### config.mk
export PLATFORM = sky130hd
export DESIGN_NAME = vip_frame_capture_flat
export DESIGN_NICKNAME = d
export VERILOG_FILES = /design/src/rtl/vip_pkg.sv /design/src/rtl/vip_frame_capture_if.sv /design/src/rtl/vip_sync_edge.sv /design/src/rtl/vip_frame_capture.sv /design/src/flat_wrapper.sv
export SDC_FILE = /design/constraint.sdc
export NUM_CORES = 1
export LEC_CHECK = 0
export BUFFER_PORTS_ARGS = -buffer_cell sky130_fd_sc_hd__buf_4
export CELL_PAD_IN_SITES_DETAIL_PLACEMENT = 1
export CELL_PAD_IN_SITES_GLOBAL_PLACEMENT = 1
export CORE_MARGIN = 3
export CORE_UTILIZATION = 40
export CTS_CLUSTER_SIZE = 14
export DETAILED_ROUTE_END_ITERATION = 8
export PLACE_DENSITY_LB_ADDON = 0.08
export SKIP_CTS_REPAIR_TIMING = 1
export SYNTH_ARGS = -nofsm -noshare
export SYNTH_HDL_FRONTEND = slang
export SYNTH_SLANG_ARGS = --single-unit
### constraint.sdc
create_clock -name clk -period 2.55 [get_ports clk]
set_clock_uncertainty 0.2 [all_clocks]
set_input_delay 0.1275 -clock clk [delete_from_list [all_inputs] [get_ports clk]]
set_output_delay 0.1275 -clock clk [all_outputs]
set_load 0.03 [all_outputs]
### src/rtl/vip_pkg.sv
// Shared types and defaults for the VIP frame-capture slice.
// Holds FSM states, geometry defaults and the stage-1 stream bundle.
package vip_pkg;

    typedef enum logic [1:0] {
        IDLE,
        SYNC,
        ACTIVE
    } cap_state_t;

    localparam int IMG_HDISP       = 640;
    localparam int IMG_VDISP       = 480;
    localparam int HDR_BYTES       = 54;
    localparam int BYTES_PER_PIXEL = 3;

    typedef struct packed {
        logic        clken;
        logic [23:0] data;
        logic        vs_rise;
        logic        vs_fall;
        logic        hr_fall;
    } vip_s1_t;

    function automatic int line_stride(input int hdisp);
        return BYTES_PER_PIXEL * hdisp;
    endfunction

endpackage

### src/rtl/vip_frame_capture_if.sv
// CMOS pixel stream in, frame-buffer write bus out.
// master = stream source / buffer side, slave = capture block.
interface vip_frame_capture_if #(
    parameter int ADDR_W = 20
);
    logic              cmos_vsync;
    logic              cmos_href;
    logic              cmos_clken;
    logic [23:0]       cmos_data;
    logic              wr_en;
    logic [ADDR_W-1:0] wr_addr;
    logic [23:0]       wr_data;

    modport master (
        output cmos_vsync, cmos_href, cmos_clken, cmos_data,
        input  wr_en, wr_addr, wr_data
    );

    modport slave (
        input  cmos_vsync, cmos_href, cmos_clken, cmos_data,
        output wr_en, wr_addr, wr_data
    );
endinterface

### src/rtl/vip_sync_edge.sv
// Stage-1 register of the CMOS stream plus vsync/href edge pulses.
// Edges compare stage 1 against a second delayed copy.
module vip_sync_edge
    import vip_pkg::*;
(
    input  logic        clk,
    input  logic        rst_n,
    input  logic        i_vsync,
    input  logic        i_href,
    input  logic        i_clken,
    input  logic [23:0] i_data,
    output vip_s1_t     o_s1
);

    logic        r_vs;
    logic        r_hr;
    logic        r_ck;
    logic [23:0] r_dat;
    logic        r_vs_d;
    logic        r_hr_d;

    always_ff @(posedge clk or negedge rst_n) begin
        if (!rst_n) begin
            r_vs   <= 1'b0;
            r_hr   <= 1'b0;
            r_ck   <= 1'b0;
            r_dat  <= '0;
            r_vs_d <= 1'b0;
            r_hr_d <= 1'b0;
        end else begin
            r_vs   <= i_vsync;
            r_hr   <= i_href;
            r_ck   <= i_clken;
            r_dat  <= i_data;
            r_vs_d <= r_vs;
            r_hr_d <= r_hr;
        end
    end

    assign o_s1.clken   = r_ck;
    assign o_s1.data    = r_dat;
    assign o_s1.vs_rise = r_vs & ~r_vs_d;
    assign o_s1.vs_fall = ~r_vs & r_vs_d;
    assign o_s1.hr_fall = ~r_hr & r_hr_d;

endmodule

### src/rtl/vip_frame_capture.sv
// Frame capture into a BMP-layout buffer, 3 bytes per pixel.
// Define VIP_CAP_VFLIP_EN for bottom-up (BMP native) row order.
module vip_frame_capture #(
    parameter int IMG_HDISP = vip_pkg::IMG_HDISP,
    parameter int IMG_VDISP = vip_pkg::IMG_VDISP,
    parameter int HDR_BYTES = vip_pkg::HDR_BYTES,
    parameter int ADDR_W    = 20
) (
    input  logic                clk,
    input  logic                rst_n,
    input  logic                capture_en,
    vip_frame_capture_if.slave  bus,
    output logic                busy,
    output logic                frame_done,
    output logic                frame_err,
    output logic [15:0]         frame_cnt
);
    import vip_pkg::*;

    localparam int XW = $clog2(IMG_HDISP + 1);
    localparam int YW = $clog2(IMG_VDISP + 2);
    localparam int STRIDE = line_stride(IMG_HDISP);
    localparam logic [ADDR_W-1:0] A_STRIDE = ADDR_W'(STRIDE);
    localparam logic [ADDR_W-1:0] A_BPP = ADDR_W'(BYTES_PER_PIXEL);
`ifdef VIP_CAP_VFLIP_EN
    localparam logic [ADDR_W-1:0] BASE0 =
        ADDR_W'(HDR_BYTES + STRIDE * (IMG_VDISP - 1));
`else
    localparam logic [ADDR_W-1:0] BASE0 = ADDR_W'(HDR_BYTES);
`endif

    vip_s1_t w_s1;

    vip_sync_edge u_edge (
        .clk     (clk),
        .rst_n   (rst_n),
        .i_vsync (bus.cmos_vsync),
        .i_href  (bus.cmos_href),
        .i_clken (bus.cmos_clken),
        .i_data  (bus.cmos_data),
        .o_s1    (w_s1)
    );

    cap_state_t        r_state, w_state;
    logic [XW-1:0]     r_x, w_x;
    logic [YW-1:0]     r_y, w_y;
    logic [ADDR_W-1:0] r_base, w_base;
    logic [ADDR_W-1:0] r_off, w_off;
    logic              r_err, w_err;
    logic              r_wr_en, w_wr_en;
    logic [ADDR_W-1:0] r_wr_addr, w_wr_addr;
    logic [23:0]       r_wr_data, w_wr_data;
    logic              r_done, w_done;
    logic              r_ferr, w_ferr;
    logic [15:0]       r_cnt, w_cnt;

    always_ff @(posedge clk or negedge rst_n) begin
        if (!rst_n) begin
            r_state   <= IDLE;
            r_x       <= '0;
            r_y       <= '0;
            r_base    <= '0;
            r_off     <= '0;
            r_err     <= 1'b0;
            r_wr_en   <= 1'b0;
            r_wr_addr <= '0;
            r_wr_data <= '0;
            r_done    <= 1'b0;
            r_ferr    <= 1'b0;
            r_cnt     <= '0;
        end else begin
            r_state   <= w_state;
            r_x       <= w_x;
            r_y       <= w_y;
            r_base    <= w_base;
            r_off     <= w_off;
            r_err     <= w_err;
            r_wr_en   <= w_wr_en;
            r_wr_addr <= w_wr_addr;
            r_wr_data <= w_wr_data;
            r_done    <= w_done;
            r_ferr    <= w_ferr;
            r_cnt     <= w_cnt;
        end
    end

    // Pixel, then line end, then frame end: later steps see earlier updates.
    always_comb begin
        w_state   = r_state;
        w_x       = r_x;
        w_y       = r_y;
        w_base    = r_base;
        w_off     = r_off;
        w_err     = r_err;
        w_wr_en   = 1'b0;
        w_wr_addr = r_wr_addr;
        w_wr_data = r_wr_data;
        w_done    = 1'b0;
        w_ferr    = 1'b0;
        w_cnt     = r_cnt;
        unique case (r_state)
            IDLE: begin
                if (w_s1.vs_fall) w_state = SYNC;
            end
            SYNC: begin
                if (w_s1.vs_rise && capture_en) begin
                    w_state = ACTIVE;
                    w_x     = '0;
                    w_y     = '0;
                    w_err   = 1'b0;
                    w_base  = BASE0;
                    w_off   = '0;
                end
            end
            ACTIVE: begin
                if (w_s1.clken) begin
                    if (r_x < XW'(IMG_HDISP) &&
                        r_y < YW'(IMG_VDISP)) begin
                        w_wr_en   = 1'b1;
                        w_wr_addr = r_base + r_off;
                        w_wr_data = w_s1.data;
                        w_x       = r_x + XW'(1);
                        w_off     = r_off + A_BPP;
                    end else begin
                        w_err = 1'b1;
                    end
                end
                if (w_s1.hr_fall) begin
                    if (w_x != XW'(IMG_HDISP)) w_err = 1'b1;
                    if (r_y <= YW'(IMG_VDISP)) w_y = r_y + YW'(1);
                    // Base is dead past the last line; freezing it avoids wrap.
                    if (r_y < YW'(IMG_VDISP - 1)) begin
`ifdef VIP_CAP_VFLIP_EN
                        w_base = r_base - A_STRIDE;
`else
                        w_base = r_base + A_STRIDE;
`endif
                    end
                    w_x   = '0;
                    w_off = '0;
                end
                if (w_s1.vs_fall) begin
                    if (w_y != YW'(IMG_VDISP)) w_err = 1'b1;
                    w_done  = 1'b1;
                    w_ferr  = w_err;
                    w_cnt   = r_cnt + 16'd1;
                    w_state = SYNC;
                end
            end
            default: w_state = IDLE;
        endcase
    end

    assign bus.wr_en   = r_wr_en;
    assign bus.wr_addr = r_wr_addr;
    assign bus.wr_data = r_wr_data;
    assign busy        = (r_state == ACTIVE);
    assign frame_done  = r_done;
    assign frame_err   = r_ferr;
    assign frame_cnt   = r_cnt;

endmodule

### src/flat_wrapper.sv
// flat-port wrapper written by rule: the top's interface ports become plain ports
module vip_frame_capture_flat import vip_pkg::*;
#(
    parameter int IMG_HDISP = vip_pkg::IMG_HDISP,
    parameter int IMG_VDISP = vip_pkg::IMG_VDISP,
    parameter int HDR_BYTES = vip_pkg::HDR_BYTES,
    parameter int ADDR_W    = 20
)
  (clk, rst_n, capture_en, busy, frame_done, frame_err, frame_cnt, bus_cmos_vsync, bus_cmos_href, bus_cmos_clken, bus_cmos_data, bus_wr_en, bus_wr_addr, bus_wr_data);
  vip_frame_capture_if #(.ADDR_W(ADDR_W)) bus_i ();
  input  logic clk;
  input  logic rst_n;
  input  logic capture_en;
  output logic busy;
  output logic frame_done;
  output logic frame_err;
  output logic [15:0] frame_cnt;
  input wire logic [$bits(bus_i.cmos_vsync)-1:0] bus_cmos_vsync;
  input wire logic [$bits(bus_i.cmos_href)-1:0] bus_cmos_href;
  input wire logic [$bits(bus_i.cmos_clken)-1:0] bus_cmos_clken;
  input wire logic [$bits(bus_i.cmos_data)-1:0] bus_cmos_data;
  output wire logic [$bits(bus_i.wr_en)-1:0] bus_wr_en;
  output wire logic [$bits(bus_i.wr_addr)-1:0] bus_wr_addr;
  output wire logic [$bits(bus_i.wr_data)-1:0] bus_wr_data;
  assign bus_i.cmos_vsync = bus_cmos_vsync;
  assign bus_i.cmos_href = bus_cmos_href;
  assign bus_i.cmos_clken = bus_cmos_clken;
  assign bus_i.cmos_data = bus_cmos_data;
  assign bus_wr_en = bus_i.wr_en;
  assign bus_wr_addr = bus_i.wr_addr;
  assign bus_wr_data = bus_i.wr_data;
  vip_frame_capture #(.IMG_HDISP(IMG_HDISP), .IMG_VDISP(IMG_VDISP), .HDR_BYTES(HDR_BYTES), .ADDR_W(ADDR_W)) u_core (.clk(clk), .rst_n(rst_n), .capture_en(capture_en), .bus(bus_i), .busy(busy), .frame_done(frame_done), .frame_err(frame_err), .frame_cnt(frame_cnt));
endmodule
### Yosys cells after proc, flatten, opt, wreduce, memory -nomap -nowiden

Index checks and enable logic that the tools add are counted.

| storage, ports and cells | value |
|---|---|
| output and inout bits | 64 |
| bits in registers | 154 |
| word-level logic and storage cells | 93 |
| input port bits | 30 |

| cells by class | value |
|---|---|
| reductions and logical operators | 11 |
| muxes and demuxes | 38 |
| add/sub/neg operators | 6 |
| bitwise gates (word level) | 6 |
| magnitude comparators | 4 |
| eq/ne operators | 10 |

Operators with widths:

| operator | number |
|---|---|
| 20-bit 2-to-1 mux | 7 |
| 20-bit one-hot mux with 2 select lines | 2 |
| 10-bit 2-to-1 mux | 5 |
| 9-bit 2-to-1 mux | 4 |
| 20-bit by 11-bit adder with 20-bit output, second input constant | 1 |
| 20-bit by 2-bit adder with 20-bit output, second input constant | 1 |
| 20-bit adder | 1 |
| 10-bit one-hot mux with 2 select lines | 1 |
| 9-bit < comparator, second input constant | 2 |
| 9-bit one-hot mux with 2 select lines | 1 |
| 16-bit by 1-bit adder with 16-bit output, second input constant | 1 |
| 1-bit 2-to-1 mux | 14 |
| 10-bit by 1-bit adder with 10-bit output, second input constant | 1 |
| 10-bit < comparator, second input constant | 1 |
| 10-bit inequality test, second input constant | 1 |
| 9-bit by 1-bit adder with 9-bit output, second input constant | 1 |
| 9-bit less-or-equal comparator, second input constant | 1 |
| 9-bit inequality test, second input constant | 1 |
| 2-bit by 1-bit inequality test with 1-bit output, second input constant | 4 |
| 4-bit AND reduction | 2 |
| 3-bit by 1-bit inequality test with 1-bit output, second input constant | 2 |
| 2-bit AND reduction | 3 |
| 2-bit 2-to-1 mux | 2 |
| 2-bit one-hot mux with 2 select lines | 1 |
| other kinds (10) | 15 |

### Longest topological paths before layout

| logic depth | value |
|---|---|
| depth in word-level cells | 11 |
| depth in mapped cells | 9 |
| gate-level depth less buffers | 9 |

### Modules after synthesis

Synthesis repeated with hierarchy kept, for this count alone.

| unflattened totals | value |
|---|---|
| cell total of the unflattened synthesis | 642 |
| area total of the unflattened synthesis | 6,891.6 um2 |

Modules (own cells, without submodules):

| module | seq. area each (um2) | instances | cells each | area an instance (um2) |
|---|---|---|---|---|
| vip_frame_capture | 2,977.9 | 1 | 609 | 6,137.1 |
| vip_sync_edge | 725.7 | 1 | 33 | 754.5 |

### Least setup slack after synthesis

OpenSTA, ideal clock, no wires.

| path | value |
|---|---|
| path kind | reg2reg |
| start point | register u_core.r_state[0] |
| end point | register u_core.r_off[17] |
| clock period less this slack | 2,760 ps |
| stages on the path, launching flop included | 9 |
| arrival time | 2,483 ps |
| required time | 2,273 ps |
| library setup time | 77 ps |
| path slack | -210 ps |
| buffers on the path | 0 |
| cells stage by stage | dfrtp_1 inv_1 ha_1 inv_2 mux2_2 o21bai_4 or4_4 or3_1 a21oi_1 |

| on the way | value |
|---|---|
| word-level cells in the longest chain between the ends | 3 |
| elaborated cells on any way between the ends | 8 |
| those cells by class | eq/ne: 5; mux: 1; reduce/logical: 2 |

Ends and longest elaborated chain:

| what | line | RTL |
|---|---|---|
| start: declaration | vip_frame_capture.sv:44 | `cap_state_t r_state, w_state;` |
| start signal: assignment | vip_frame_capture.sv:72 | `r_state <= w_state;` |
| 2-bit == test (*) | - |  |
| net busy | flat_wrapper.sv:14 | `output logic busy;` |
| 3-bit by 1-bit inequality test with 1-bit output (no line) / 2-bit nonzero test (equally long branches) | - |  |
| 4-bit AND reduction (no line) | - |  |
| end signal: assignment | vip_frame_capture.sv:76 | `r_off <= w_off;` |
| end: declaration | vip_frame_capture.sv:48 | `logic [ADDR_W-1:0] r_off, w_off;` |

The timed path passes the listed nets; every way through them passes the cells marked *.
A chain may end at the register's enable or synchronous reset.

### Final worst setup path

| path | value |
|---|---|
| start point | register u_core.r_base[5] |
| end point | register u_core.r_wr_addr[18] (netlist: u_core.bus.wr_addr[18]) |

| on the way | value |
|---|---|
| word-level cells in the longest chain between the ends | 1 |

Ends and longest elaborated chain:

| what | line | RTL |
|---|---|---|
| start: declaration | vip_frame_capture.sv:47 | `logic [ADDR_W-1:0] r_base, w_base;` |
| start signal: assignment | vip_frame_capture.sv:75 | `r_base <= w_base;` |
| 20-bit adder | vip_frame_capture.sv:120 | `w_wr_addr = r_base + r_off;` |
| end signal: assignment | vip_frame_capture.sv:79 | `r_wr_addr <= w_wr_addr;` |
| end: declaration | vip_frame_capture.sv:51 | `logic [ADDR_W-1:0] r_wr_addr, w_wr_addr;` |

Every way passes these cells.

==> flow_metrics.tcl <==
set metrics [dict create \
    outcome "complete, no violations" \
    synth_ff_type "dfrtp_1" \
    cts_max_level 4 \
    slowest_stage "dfrtp_2" \
    multi_input_area_sq_mm 0.00330 \
    path_cells "ha_4, buf_4, nand4_1, or3_4, a21oi_4, o311ai_4, a21boi_2, o21a_1, o31ai_2" \
    period_minus_slack_ns 2.50 \
    drt-met1-wl_um 8310 \
    postRouteAntennaNets 0 \
    slew_viol_final 0 \
    max_freq_mhz 400 \
    yosys.area.top_type "dfrtp_1" \
    clockBufferDepth 2 \
    pin_count 94 \
    totalWireLength_um 18800 \
    drive_gt1_share_pct 28.6 \
    syn_nets 724 \
    cp_top_family "compound AO/OA/AOI/OAI gates" \
    relSlewSlack_pct 56.4 \
    synth_seq_cells 148 \
    port_buffers 93 \
    final_cell_mix "dfrtp_1, buf_4, nand2_1" \
    synth_top_area_share_pct 52.9 \
    grt_pass1_wl_um 30500 \
    fin_area_sq_mm 0.00937 \
    num-fill-cells 1810 \
    layout_commonest_cell "dfrtp_1" \
    cp-start-kind "register" \
    nets 895 \
    wire_per_inst_um 17.5 \
    drc 0 \
    start_util_pct 41.5 \
    grt_max_degree 68 \
    netlist-cell-type-count 58 \
    dp_hpwl_um 13400 \
    numCtsBuffers 17 \
    min_period_over_period_pct 98.2 \
    dpl.cell_count 1010 \
    cp_num_buf_inv 1 \
    tightest_slew_ns 0.654 \
    yosysWarnings 0 \
    antenna_cells 0 \
    drt-vias-per-instance 5.29 \
    powerDensity_mw_per_mm2 969 \
    setup_viol 0 \
    grt_setup_unrepaired "yes" \
    hold_viol 0 \
    seqCellArea_sq_mm 0.00370 \
    syn_to_final_growth_pct 33.8 \
    rows 47 \
    slowest_delay_ns 0.43 \
    insertion_delay_ns 0.42 \
    required_ns 2.65 \
    antenna_found_initial 0 \
    ys_seq_area_share_pct 52.9 \
    final_cells 1073 \
    track_usage_pct 19.4 \
    grt-ovfl-total 0 \
    fp.dieH_um 138 \
    fin_util_pct 55.5 \
    die_area_sq_mm 0.0191 \
    route.met2.wl_um 9720 \
    highest_layer "met4" \
    path_max_fanout 3 \
    vias 5677 \
    syn_inst 669 \
    critPathCaptureType "register" \
    dr_wl_met3_um 547 \
    cts_root_buf "clkbuf_16" \
    max-cap-violations 0 \
    die-width_um 138 \
    synth.avg_cell_area_sq_um 10.5 \
    coreArea_sq_mm 0.0169 \
    first_pass_iters 5 \
    p_leak_nw 4.29 \
    path_clk_slew_ns 0.06 \
    async_flop_share_pct 100 \
    hp-class "input port to async pin" \
    first_global_vias 5976 \
    synth-edff-count 0 \
    postPlaceCellArea_sq_mm 0.00831 \
    setup_tns_ns 0 \
    total_power_mw 9.08 \
    ir_drop_v 0.000538 \
    syn_area_sq_mm 0.00700 \
    crit_arrival_ns 2.60 \
    drt_iter0_drc 187 \
    critical_path_class "register to register" \
    cts_num_sinks 148 \
    synth_area_leaders "dfrtp_1, xnor2_1, ha_1, o21ai_0, mux2_2" \
    cts_tree "done" \
    gp_congestion 0.883 \
]
## cells in the mapped netlist, types with 15 or more instances
| library cell | count |
|---|---|
| mux2_2 | 27 |
| xor2_1 | 16 |
| and3_1 | 15 |
| xnor2_1 | 36 |
| nand2_1 | 66 |
| inv_1 | 18 |
| ha_1 | 25 |
| dfrtp_1 | 148 |
| nor2_1 | 54 |
| o21ai_0 | 62 |
| nand3_1 | 23 |
| a21oi_1 | 27 |
| clkbuf_1 | 18 |
## power by group
| group | total [mW] | internal [mW] | switching, mW | leakage, nW |
|---|---|---|---|---|
| combinational | 3.40 | 1.37 | 2.02 | 2.10 |
| clock | 2.50 | 1.48 | 1.02 | 0.286 |
| sequential | 3.18 | 2.82 | 0.357 | 1.90 |
## cell type report
class	instances	area share (%)
clock buffer	19	4.73
clock inverter	13	1.59
inverter	19	0.762
multi-input combinational	478	35.2
sequential	148	39.6
tap	220	2.94
timing repair buffer	176	15.2
## state kept, by name, indices dropped and copies added, names as in the netlist, 2 cells and up
register and count:
u_core.r_x 10, u_core.r_off 20, u_core.r_y 9, u_core.bus.wr_data 24, u_core.r_base 14, u_core.bus.wr_addr 20
u_core.r_state 2, u_core.frame_cnt 16, u_core.u_edge.r_dat 24
## kinds of logic (layout without fill, tap and decap cells)
family,Yosys count,after routing,share of synthesized area [%]
flip-flops,148,148,52.9
adder cells (fa/ha/maj),25,25,4.47
XOR/XNOR,52,52,6.51
AO/OA/AOI/OAI,144,144,12.8
multiplexers,29,29,4.63
buffers and inverters,43,227,2.43
AND/OR/NAND/NOR,228,228,16.3
## per-layer routing
metal	track usage, %	up-vias
li1	-	2715
met1	24.3	2854
met2	34.0	93
met3	4.04	15
met4	5.56	0
met5	0	-
## through the flow
step	hold WS [ns]	setup WS, ns
5_1_grt	0.141	-0.0601
6_report	0.0854	0.0470
2_1_floorplan	-0.368	0.00105
4_1_cts	-0.478	-0.243
3_5_place_dp	-0.0205	-0.209
3_3_place_gp	-0.0247	-0.0462
## path summary, 6_finish.rpt
check | startpoint | end | slack [ns] | cells past startpoint
min | rst_n | u_core.bus.wr_addr[3]$_DFFE_PN0P_ | 0.09 | 2
max in group asynchronous | rst_n | u_core.u_edge.r_dat[7]$_DFF_PN0_ | 1.37 | 3
max reg2reg | u_core.r_base[5]$_DFFE_PN0P_ | u_core.bus.wr_addr[18]$_DFFE_PN0P_ | 0.05 | 9
min in group clk | capture_en | u_core.r_base[5]$_DFFE_PN0P_ | 0.13 | 4
max | u_core.r_base[5]$_DFFE_PN0P_ | u_core.bus.wr_addr[18]$_DFFE_PN0P_ | 0.05 | 9
min reg2reg | u_core.u_edge.r_hr$_DFF_PN0_ | u_core.u_edge.r_hr_d$_DFF_PN0_ | 0.21 | 0
Power figures use the tool's default switching activity.
